--- config.mk ---
export PLATFORM = sky130hd
export DESIGN_NAME = rc_state_serializer
export DESIGN_NICKNAME = d
export VERILOG_FILES = /design/src/rtl/rc_state_serializer_pkg.sv /design/src/rtl/rc_state_fifo.sv /design/src/rtl/rc_state_serializer.sv
export SDC_FILE = /design/constraint.sdc
export NUM_CORES = 1
export LEC_CHECK = 0
export ABC_AREA = 1
export BUFFER_PORTS_ARGS = -buffer_cell sky130_fd_sc_hd__buf_2
export CAP_MARGIN = 0
export CORE_UTILIZATION = 45
export CTS_CLUSTER_SIZE = 16
export DETAILED_ROUTE_END_ITERATION = 8
export PLACE_DENSITY_LB_ADDON = 0.2
export SYNTH_ARGS = -nofsm -noshare
export SYNTH_HDL_FRONTEND = slang
export SYNTH_SLANG_ARGS = --single-unit
--- constraint.sdc ---
create_clock -name iCLK -period 6.3 [get_ports iCLK]
set_input_delay 0.63 -clock iCLK [delete_from_list [all_inputs] [get_ports iCLK]]
set_output_delay 0.63 -clock iCLK [all_outputs]
set_load 0.01 [all_outputs]
--- src/rtl/rc_state_serializer_pkg.sv ---
// Shared parameters for the RcState readout path: lane geometry, index/frame widths
// and the serializer's two-state control encoding.
package rc_state_serializer_pkg;
    localparam int unsigned NO      = 3;
    localparam int unsigned WR      = 8;
    localparam int unsigned IDX_W   = $clog2(NO);
    localparam int unsigned FRAME_W = 16;

    typedef enum logic {
        ST_IDLE,
        ST_SEND
    } rc_state_e;
endpackage

--- src/rtl/rc_state_fifo.sv ---
// Generic synchronous FIFO with head-of-queue read data, occupancy count and
// full/empty flags; storage is not reset, control state is.
module rc_state_fifo #(
    parameter int unsigned WIDTH = 8,
    parameter int unsigned DEPTH = 4
) (
    input  logic                       i_clk,
    input  logic                       i_rst_n,
    input  logic                       i_push,
    input  logic [WIDTH-1:0]           i_data,
    input  logic                       i_pop,
    output logic [WIDTH-1:0]           o_data,
    output logic [$clog2(DEPTH):0]     o_count,
    output logic                       o_full,
    output logic                       o_empty
);
    localparam int unsigned AW = $clog2(DEPTH);

    logic [WIDTH-1:0] r_mem [DEPTH];
    logic [AW-1:0]    r_wr;
    logic [AW-1:0]    r_rd;
    logic [AW:0]      r_count;
    logic             w_push;
    logic             w_pop;

    assign o_full  = (r_count == (AW+1)'(DEPTH));
    assign o_empty = (r_count == '0);
    assign w_push  = i_push & ~o_full;
    assign w_pop   = i_pop & ~o_empty;
    assign o_data  = r_mem[r_rd];
    assign o_count = r_count;

    always_ff @(posedge i_clk) begin
        if (w_push) begin
            r_mem[r_wr] <= i_data;
        end
    end

    always_ff @(posedge i_clk or negedge i_rst_n) begin
        if (!i_rst_n) begin
            r_wr    <= '0;
            r_rd    <= '0;
            r_count <= '0;
        end else begin
            if (w_push) begin
                r_wr <= r_wr + AW'(1);
            end
            if (w_pop) begin
                r_rd <= r_rd + AW'(1);
            end
            case ({w_push, w_pop})
                2'b10:   r_count <= r_count + (AW+1)'(1);
                2'b01:   r_count <= r_count - (AW+1)'(1);
                default: r_count <= r_count;
            endcase
        end
    end
endmodule

--- src/rtl/rc_state_serializer.sv ---
// Buffers whole RcState vectors and streams them lane by lane to the host,
// tagging each word with lane index, last flag and a completed-frame counter.
module rc_state_serializer
    import rc_state_serializer_pkg::*;
#(
    parameter int unsigned DEPTH = 4
) (
    input  logic                 iCLK,
    input  logic                 iRST,
    input  logic                 iValid_AS_RcState,
    output logic                 oReady_AS_RcState,
    input  logic [NO*WR-1:0]     iData_AS_RcState,
    output logic                 oValid_BM_RcWord,
    input  logic                 iReady_BM_RcWord,
    output logic [WR-1:0]        oData_BM_RcWord,
    output logic                 oLast_BM_RcWord,
    output logic [IDX_W-1:0]     oIndex_BM_RcWord,
    output logic [FRAME_W-1:0]   oFrame_BM_RcWord
);
    localparam int unsigned CW = $clog2(DEPTH) + 1;

    rc_state_e          r_state;
    rc_state_e          w_state_nxt;
    logic [IDX_W-1:0]   r_idx;
    logic [FRAME_W-1:0] r_frame;
    logic [NO*WR-1:0]   w_head;
    logic [CW-1:0]      w_count;
    logic               w_full;
    logic               w_empty;
    logic               w_push;
    logic               w_hs;
    logic               w_last;
    logic               w_pop;
    logic [WR-1:0]      w_lane;

    rc_state_fifo #(
        .WIDTH (NO*WR),
        .DEPTH (DEPTH)
    ) u_fifo (
        .i_clk   (iCLK),
        .i_rst_n (iRST),
        .i_push  (w_push),
        .i_data  (iData_AS_RcState),
        .i_pop   (w_pop),
        .o_data  (w_head),
        .o_count (w_count),
        .o_full  (w_full),
        .o_empty (w_empty)
    );

    // Ready depends only on registered occupancy, never on either valid/ready input.
    assign oReady_AS_RcState = ~w_full;
    assign w_push            = iValid_AS_RcState & oReady_AS_RcState;
    assign oValid_BM_RcWord  = (r_state == ST_SEND) & ~w_empty;
    assign w_hs              = oValid_BM_RcWord & iReady_BM_RcWord;
    assign w_last            = (r_idx == IDX_W'(NO - 1));
    assign w_pop             = w_hs & w_last;

    always_ff @(posedge iCLK or negedge iRST) begin
        if (!iRST) begin
            r_state <= ST_IDLE;
        end else begin
            r_state <= w_state_nxt;
        end
    end

    always_comb begin
        w_state_nxt = r_state;
        unique case (r_state)
            ST_IDLE: if (w_push) w_state_nxt = ST_SEND;
            ST_SEND: if (w_pop && !w_push && (w_count == CW'(1))) w_state_nxt = ST_IDLE;
            default: w_state_nxt = ST_IDLE;
        endcase
    end

    always_ff @(posedge iCLK or negedge iRST) begin
        if (!iRST) begin
            r_idx   <= '0;
            r_frame <= '0;
        end else if (w_pop) begin
            r_idx   <= '0;
            r_frame <= r_frame + FRAME_W'(1);
        end else if (w_hs) begin
            r_idx   <= r_idx + IDX_W'(1);
        end
    end

    always_comb begin
        w_lane = '0;
        for (int unsigned i = 0; i < NO; i++) begin
            if (r_idx == IDX_W'(i)) begin
                w_lane = w_head[i*WR +: WR];
            end
        end
    end

    assign oData_BM_RcWord  = oValid_BM_RcWord ? w_lane : '0;
    assign oLast_BM_RcWord  = oValid_BM_RcWord & w_last;
    assign oIndex_BM_RcWord = r_idx;
    assign oFrame_BM_RcWord = r_frame;
endmodule

# ---- After elaboration in Yosys (flattened, before gate mapping)
# Memory sizes are Yosys's and may differ from the RTL's.
# Index checks and enable logic that the tools add are counted.
dict set report totals {
  rom_bits 0
  wordCells 48
  input_bits 28
  n_memories 1
  latchBits 0
  out_inout_bits 29
  regBits 26
  mem_bits_rw 96
}
# memory depth word_bits read_ports rd_ports_with_merged_regs write_ports line
set memory_table {}
lappend memory_table {u_fifo.r_mem 4 24 1 0 1 rc_state_fifo.sv:19} ;# logic [WIDTH-1:0] r_mem [DEPTH];
dict set report op_classes {
  eq_ne 6
  shift 0
  n_lt_le_gt_ge 0
  n_mul 0
  reduce_logical 7
  muxes 12
  n_addsub 6
  n_bitwise 10
  div 0
}
# operator count
set ops {}
lappend ops {{8-bit 2-to-1 mux} 4}
lappend ops {{16-bit by 1-bit adder with 16-bit output (second input constant)} 1}
lappend ops {{1-bit bitwise AND} 7}
lappend ops {{2-bit by 1-bit adder with 2-bit output (second input constant)} 3}
lappend ops {{3-bit case mux with 2 select lines} 1}
lappend ops {{2-bit by 1-bit equality test with 1-bit output (second input constant)} 2}
lappend ops {{2-bit equality test (second input constant)} 2}
lappend ops {{1-bit 2-to-1 mux} 4}
lappend ops {{2-bit 2-to-1 mux} 2}
lappend ops {{2-bit nonzero test} 2}
lappend ops {{3-bit by 1-bit adder with 3-bit output (second input constant)} 1}
lappend ops {{3-bit by 1-bit equality test with 1-bit output (second input constant)} 1}
lappend ops {{3-bit equality test (second input constant)} 1}
lappend ops {{3-bit zero test} 1}
lappend ops {{1-bit NOT} 3}
lappend ops {{3-bit by 1-bit subtractor with 3-bit output (second input constant)} 1}
lappend ops {{1-bit logical AND} 2}
lappend ops {{2-bit zero test} 1}
lappend ops {{1-bit case mux with 2 select lines} 1}
lappend ops {{1-bit zero test} 1}

# ---- Logic depth before layout (Yosys ltp)
dict set report depth {
  depth_word 9
  mapped_depth 12
  depth_no_buf 11
}

# ---- Modules after synthesis
# From an unflattened synthesis, not the netlist that was laid out.
dict set report hier_totals {
  hier_cells 534
  hier_area_um2 5616.6
}
# mod n_inst cells_each seq_area_each_um2 area_per_inst_um2
set modules_own_cells {}
lappend modules_own_cells {rc_state_fifo 1 341 3057.9 4374.2}
lappend modules_own_cells {rc_state_serializer 1 193 475.5 1242.4}

# ---- Worst setup path before layout
# Ideal clock, no wire load.
dict set report synth_path {
  path_kind {reg-to-reg}
  startpoint {register u_fifo.r_count[0], in the netlist u_fifo.o_count[0]}
  endpoint {memory u_fifo.r_mem[0][0] (netlist name), enable pin}
  t_arrival_ns 2.023
  setup_time_ns 0.405
  required_time_ns 5.895
  synth_period_minus_slack_ns 2.428
  path_buffers 0
  setup_slack_ns 3.872
  stages_incl_launch_ff 6
  path_cell_list {dfrtp_1 -> inv_1 -> ha_1 -> nand2_1 -> nand2_1 -> nor2_1}
}
dict set report synth_via {
  elab_chain_cells 6
}
# element line
set synth_lines {}
lappend synth_lines {{start: declaration} rc_state_fifo.sv:22} ;# logic [AW:0] r_count;
lappend synth_lines {{start signal: assignment} rc_state_fifo.sv:52} ;# 2'b10: r_count <= r_count + (AW+1)'(1);
lappend synth_lines {{start signal: assignment} rc_state_fifo.sv:53} ;# 2'b01: r_count <= r_count - (AW+1)'(1);
lappend synth_lines {{start signal: assignment} rc_state_fifo.sv:54} ;# default: r_count <= r_count;
lappend synth_lines {{3-bit equality test (*)} rc_state_fifo.sv:26} ;# assign o_full = (r_count == (AW+1)'(DEPTH));
lappend synth_lines {{1-bit NOT (*)} rc_state_serializer.sv:52} ;# assign oReady_AS_RcState = ~w_full;
lappend synth_lines {{via oReady_AS_RcState} rc_state_serializer.sv:11} ;# output logic oReady_AS_RcState,
lappend synth_lines {{1-bit bitwise AND} rc_state_serializer.sv:53} ;# assign w_push = iValid_AS_RcState & oReady_AS_RcState;
lappend synth_lines {{1-bit bitwise AND (*)} rc_state_fifo.sv:28} ;# assign w_push = i_push & ~o_full;
lappend synth_lines {{1-bit 2-to-1 mux (*)} rc_state_fifo.sv:34} ;# if (w_push) begin
lappend synth_lines {{1-bit 2-to-1 mux (implied by the code) (*)} rc_state_fifo.sv:35} ;# r_mem[r_wr] <= i_data;
lappend synth_lines {{end: declaration} rc_state_fifo.sv:19}
# The timed path passes the listed nets; every way through them passes the cells marked *.

# ---- Final worst setup path
dict set report layout_path {
  startpoint {register u_fifo.r_rd[1]}
  endpoint {output port oData_BM_RcWord[1]}
}
dict set report layout_via {
  elab_chain_cells 5
}
# element line
set layout_lines {}
lappend layout_lines {{start: declaration} rc_state_fifo.sv:21} ;# logic [AW-1:0] r_rd;
lappend layout_lines {{start signal: assignment} rc_state_fifo.sv:49} ;# r_rd <= r_rd + AW'(1);
lappend layout_lines {{memory read 4 x 24 bit (*)} --}
lappend layout_lines {{8-bit 2-to-1 mux (2 in a row)} rc_state_serializer.sv:91} ;# if (r_idx == IDX_W'(i)) begin
lappend layout_lines {{8-bit 2-to-1 mux (*)} rc_state_serializer.sv:91}
lappend layout_lines {{8-bit 2-to-1 mux (*)} rc_state_serializer.sv:97} ;# assign oData_BM_RcWord = oValid_BM_RcWord ? w_lane : '0;
lappend layout_lines {{end: declaration} rc_state_serializer.sv:15} ;# output logic [WR-1:0] oData_BM_RcWord,
# Mark *: on every way between the ends. The rest lies on a longest branch, timed or not.

==> results.json <==
{
  "grt_first_pass_wirelength_mm": 18.67,
  "dieArea_sq_mm": 0.01268,
  "p_total_mw": 3.106,
  "layout-drive-gt1-share_pct": 20.13,
  "switching_share_pct": 34.55,
  "antenna_found_initial": 0,
  "first_pass_iters": 4,
  "fin_crit_sh_pct": 51.57,
  "diodes": 0,
  "finalSetupTns_ns": 0,
  "ir_drop_mv": 0.1950,
  "dieWidth_um": 112.6,
  "wire_per_inst_um": 15.29,
  "crit_path_end_kind": "primary output",
  "placed_area_sq_mm": 0.005911,
  "place_ws_ns": 3.450,
  "synth_area_leaders": "edfxtp_1 (52%), dfrtp_1 (12%), nand2_1 (10%)",
  "die_h_um": 112.6,
  "track_usage_pct": 19.79,
  "layout_setup_ws_ns": 3.051,
  "slew_headroom_pct": 35.86,
  "clkLatencyLatePin_ns": 0.41,
  "crit_chain": "inv_2, nor2_1, o21ai_0, nand3_1, nand2_1, a21oi_1, buf_2",
  "seq_area_frac_synth_pct": 64.18,
  "drt.antenna.violating_nets": 0,
  "pin_count": 57,
  "powerDensity_mw_per_mm2": 476.6,
  "synth_area_sq_mm": 0.005505,
  "p_clk_share_pct": 31.8,
  "synth_nets": 564,
  "p_int_mw": 2.033,
  "core-area_sq_mm": 0.01196,
  "ys_ff_latch": 122,
  "port_buffers": 56,
  "crit_path_max_fanout": 25,
  "tritoncts": "built",
  "p_leak_nw": 2.812,
  "seqPwrFrac_pct": 37.3,
  "critical_path_class": "reg -> out",
  "syn_inst": 526,
  "arrival_ns": 2.62,
  "cp_top_family": "flip-flops",
  "grt_setup_unrepaired": "no",
  "clk_path_buf_depth": 2,
  "setup_viol": 0,
  "syn_to_final_growth_pct": 18.39,
  "period_needed_ns": 3.249,
  "fin_util_pct": 54.49,
  "cts_resized": 0,
  "cts_setup_buffers": 0,
  "drv_slew": 0,
  "cts_hold_repair.buffers": 0,
  "rrSetupSlack_ns": 3.92,
  "worstMarginPinSlew_ns": 0.9621,
  "ys_warn_count": 0,
  "viasPerCell": 4.992,
  "final_common_cell": "nand2_1",
  "cp_data_required_time_ns": 5.67,
  "clock_skew_ns": 0.004624,
  "start_kind": "flip-flop",
  "routed_wl_mm": 11.44,
  "initial_core_util_pct": 46.03,
  "dr.first_iter.drc_count": 348,
  "cp_num_buf_inv": 2,
  "drc": 0,
  "power_frac_comb_pct": 30.9,
  "clk_pin_slew_ns": 0.05,
  "final_nets": 626,
  "final_cell_mix": "nand2_1 (150), edfxtp_1 (96), nand3_1 (57)",
  "slowest_delay_ns": 0.97,
  "grt_pass1_vias": 3655,
  "final_area_sq_mm": 0.006518,
  "yosys.area.top_type": "edfxtp_1",
  "h-tree-depth": 4,
  "dp_hpwl_mm": 7.238,
  "cts_sinks": 122,
  "grt_max_degree": 50,
  "timing.fmax_mhz": 307.8,
  "reg2regPathDepth": 6,
  "rows": 40,
  "synth_cell_types": 36,
  "hold_viol_final": 0,
  "numCtsBuffers": 17,
  "cts_root_buf": "clkbuf_16",
  "r2r-start": "u_fifo.o_count[0]$_DFFE_PN0P_",
  "gp_congestion": 0.7463,
  "crit_slowest_cell": "dfrtp_1",
  "power.switching_mw": 1.073,
  "netlist.area_leader.share_pct": 52.36,
  "status": "completed",
  "vias": 3734,
  "maxCapViolations": 0,
  "grt_overflow": 0,
  "worstHoldPathType": "in -> async",
  "reg2reg_to": "u_fifo.r_mem[1][5]$_DFFE_PP_",
  "syn_avg_cell_area_sq_um": 10.47
}
## registers in the layout, summed over array words and instances (netlist names)
name              cells
u_fifo.r_mem         96
oFrame_BM_RcWord     16
u_fifo.o_count        3
oIndex_BM_RcWord      2
u_fifo.r_rd           2
u_fifo.r_wr           2
r_state               1
## metal layers
metal / GRT usage (%) / up-vias / wire [um]
met5: 0 / - / 0
met4: 8.089 / 0 / 180
met3: 5.400 / 12 / 546
met2: 31.81 / 83 / 5635
met1: 25.40 / 1784 / 5073
li1: - / 1855 / -
## kinds of logic (layout without fill, tap and decap cells)
kind of cell    after synthesis  after routing  share of synthesized area, %
simple gates                289            289                         23.59
flops                       122            122                         64.18
buf+inv                      69            144                         5.523
compound gates               23             23                         2.091
xor+xnor                     13             13                         2.341
fa+ha+maj                    10             10                         2.273
## cells in the mapped netlist (all sizes together)
cell type  count
a21oi          6
and2b          1
buf           15
clkbuf         2
clkinv         1
dfrtp         26
edfxtp        96
ha            10
inv           51
nand2        154
nand3         58
nand3b         2
nand4          6
nor2          57
nor2b          2
nor3           1
o21ai         17
or2            8
xnor2          5
xor2           8
## worst max-delay path by stage
stage / start / endpoint / slack [ns] / cells after the start
floorplan: u_fifo.o_count[0]$_DFFE_PN0P_ / u_fifo.r_mem[0][0]$_DFFE_PP_ / 3.87 / 5
global placement: u_fifo.r_rd[1]$_DFFE_PN0P_ / oData_BM_RcWord[2] / 3.48 / 7
detailed placement: u_fifo.r_rd[1]$_DFFE_PN0P_ / oData_BM_RcWord[1] / 3.45 / 7
CTS: u_fifo.r_rd[1]$_DFFE_PN0P_ / oData_BM_RcWord[1] / 3.00 / 7
global route: u_fifo.r_rd[1]$_DFFE_PN0P_ / oData_BM_RcWord[6] / 2.87 / 7
finish: u_fifo.r_rd[1]$_DFFE_PN0P_ / oData_BM_RcWord[1] / 3.05 / 7
## power groups by stage
stage                     logic [mW]  clock network [mW]  registers, mW
final                          0.960               0.987           1.16
after detailed placement       0.969                   0           1.18
after global routing            1.09                1.05           1.18
after CTS                      0.975                1.00           1.16
after global placement         0.959                   0           1.17
after floorplan                0.705                   0           1.14
## cell type report
type	count	area (sq um)
clock buffers	17	425.4
clock inverters	15	181.4
fillers	1042	5444
inverters	52	200.2
multi-input cells	335	1683
flip-flops and latches	122	3533
well taps	147	183.9
repair buffers	60	310.3
## metrics by stage
step / hold WS [ns] / std cells
6_report: 0.2331 / 748
5_1_grt: 0.2728 / 748
4_1_cts: 0.2424 / 748
3_5_place_dp: 0.5090 / 716
3_3_place_gp: 0.4972 / 716
2_1_floorplan: 0.3344 / 526
Power figures use the tool's default switching activity.
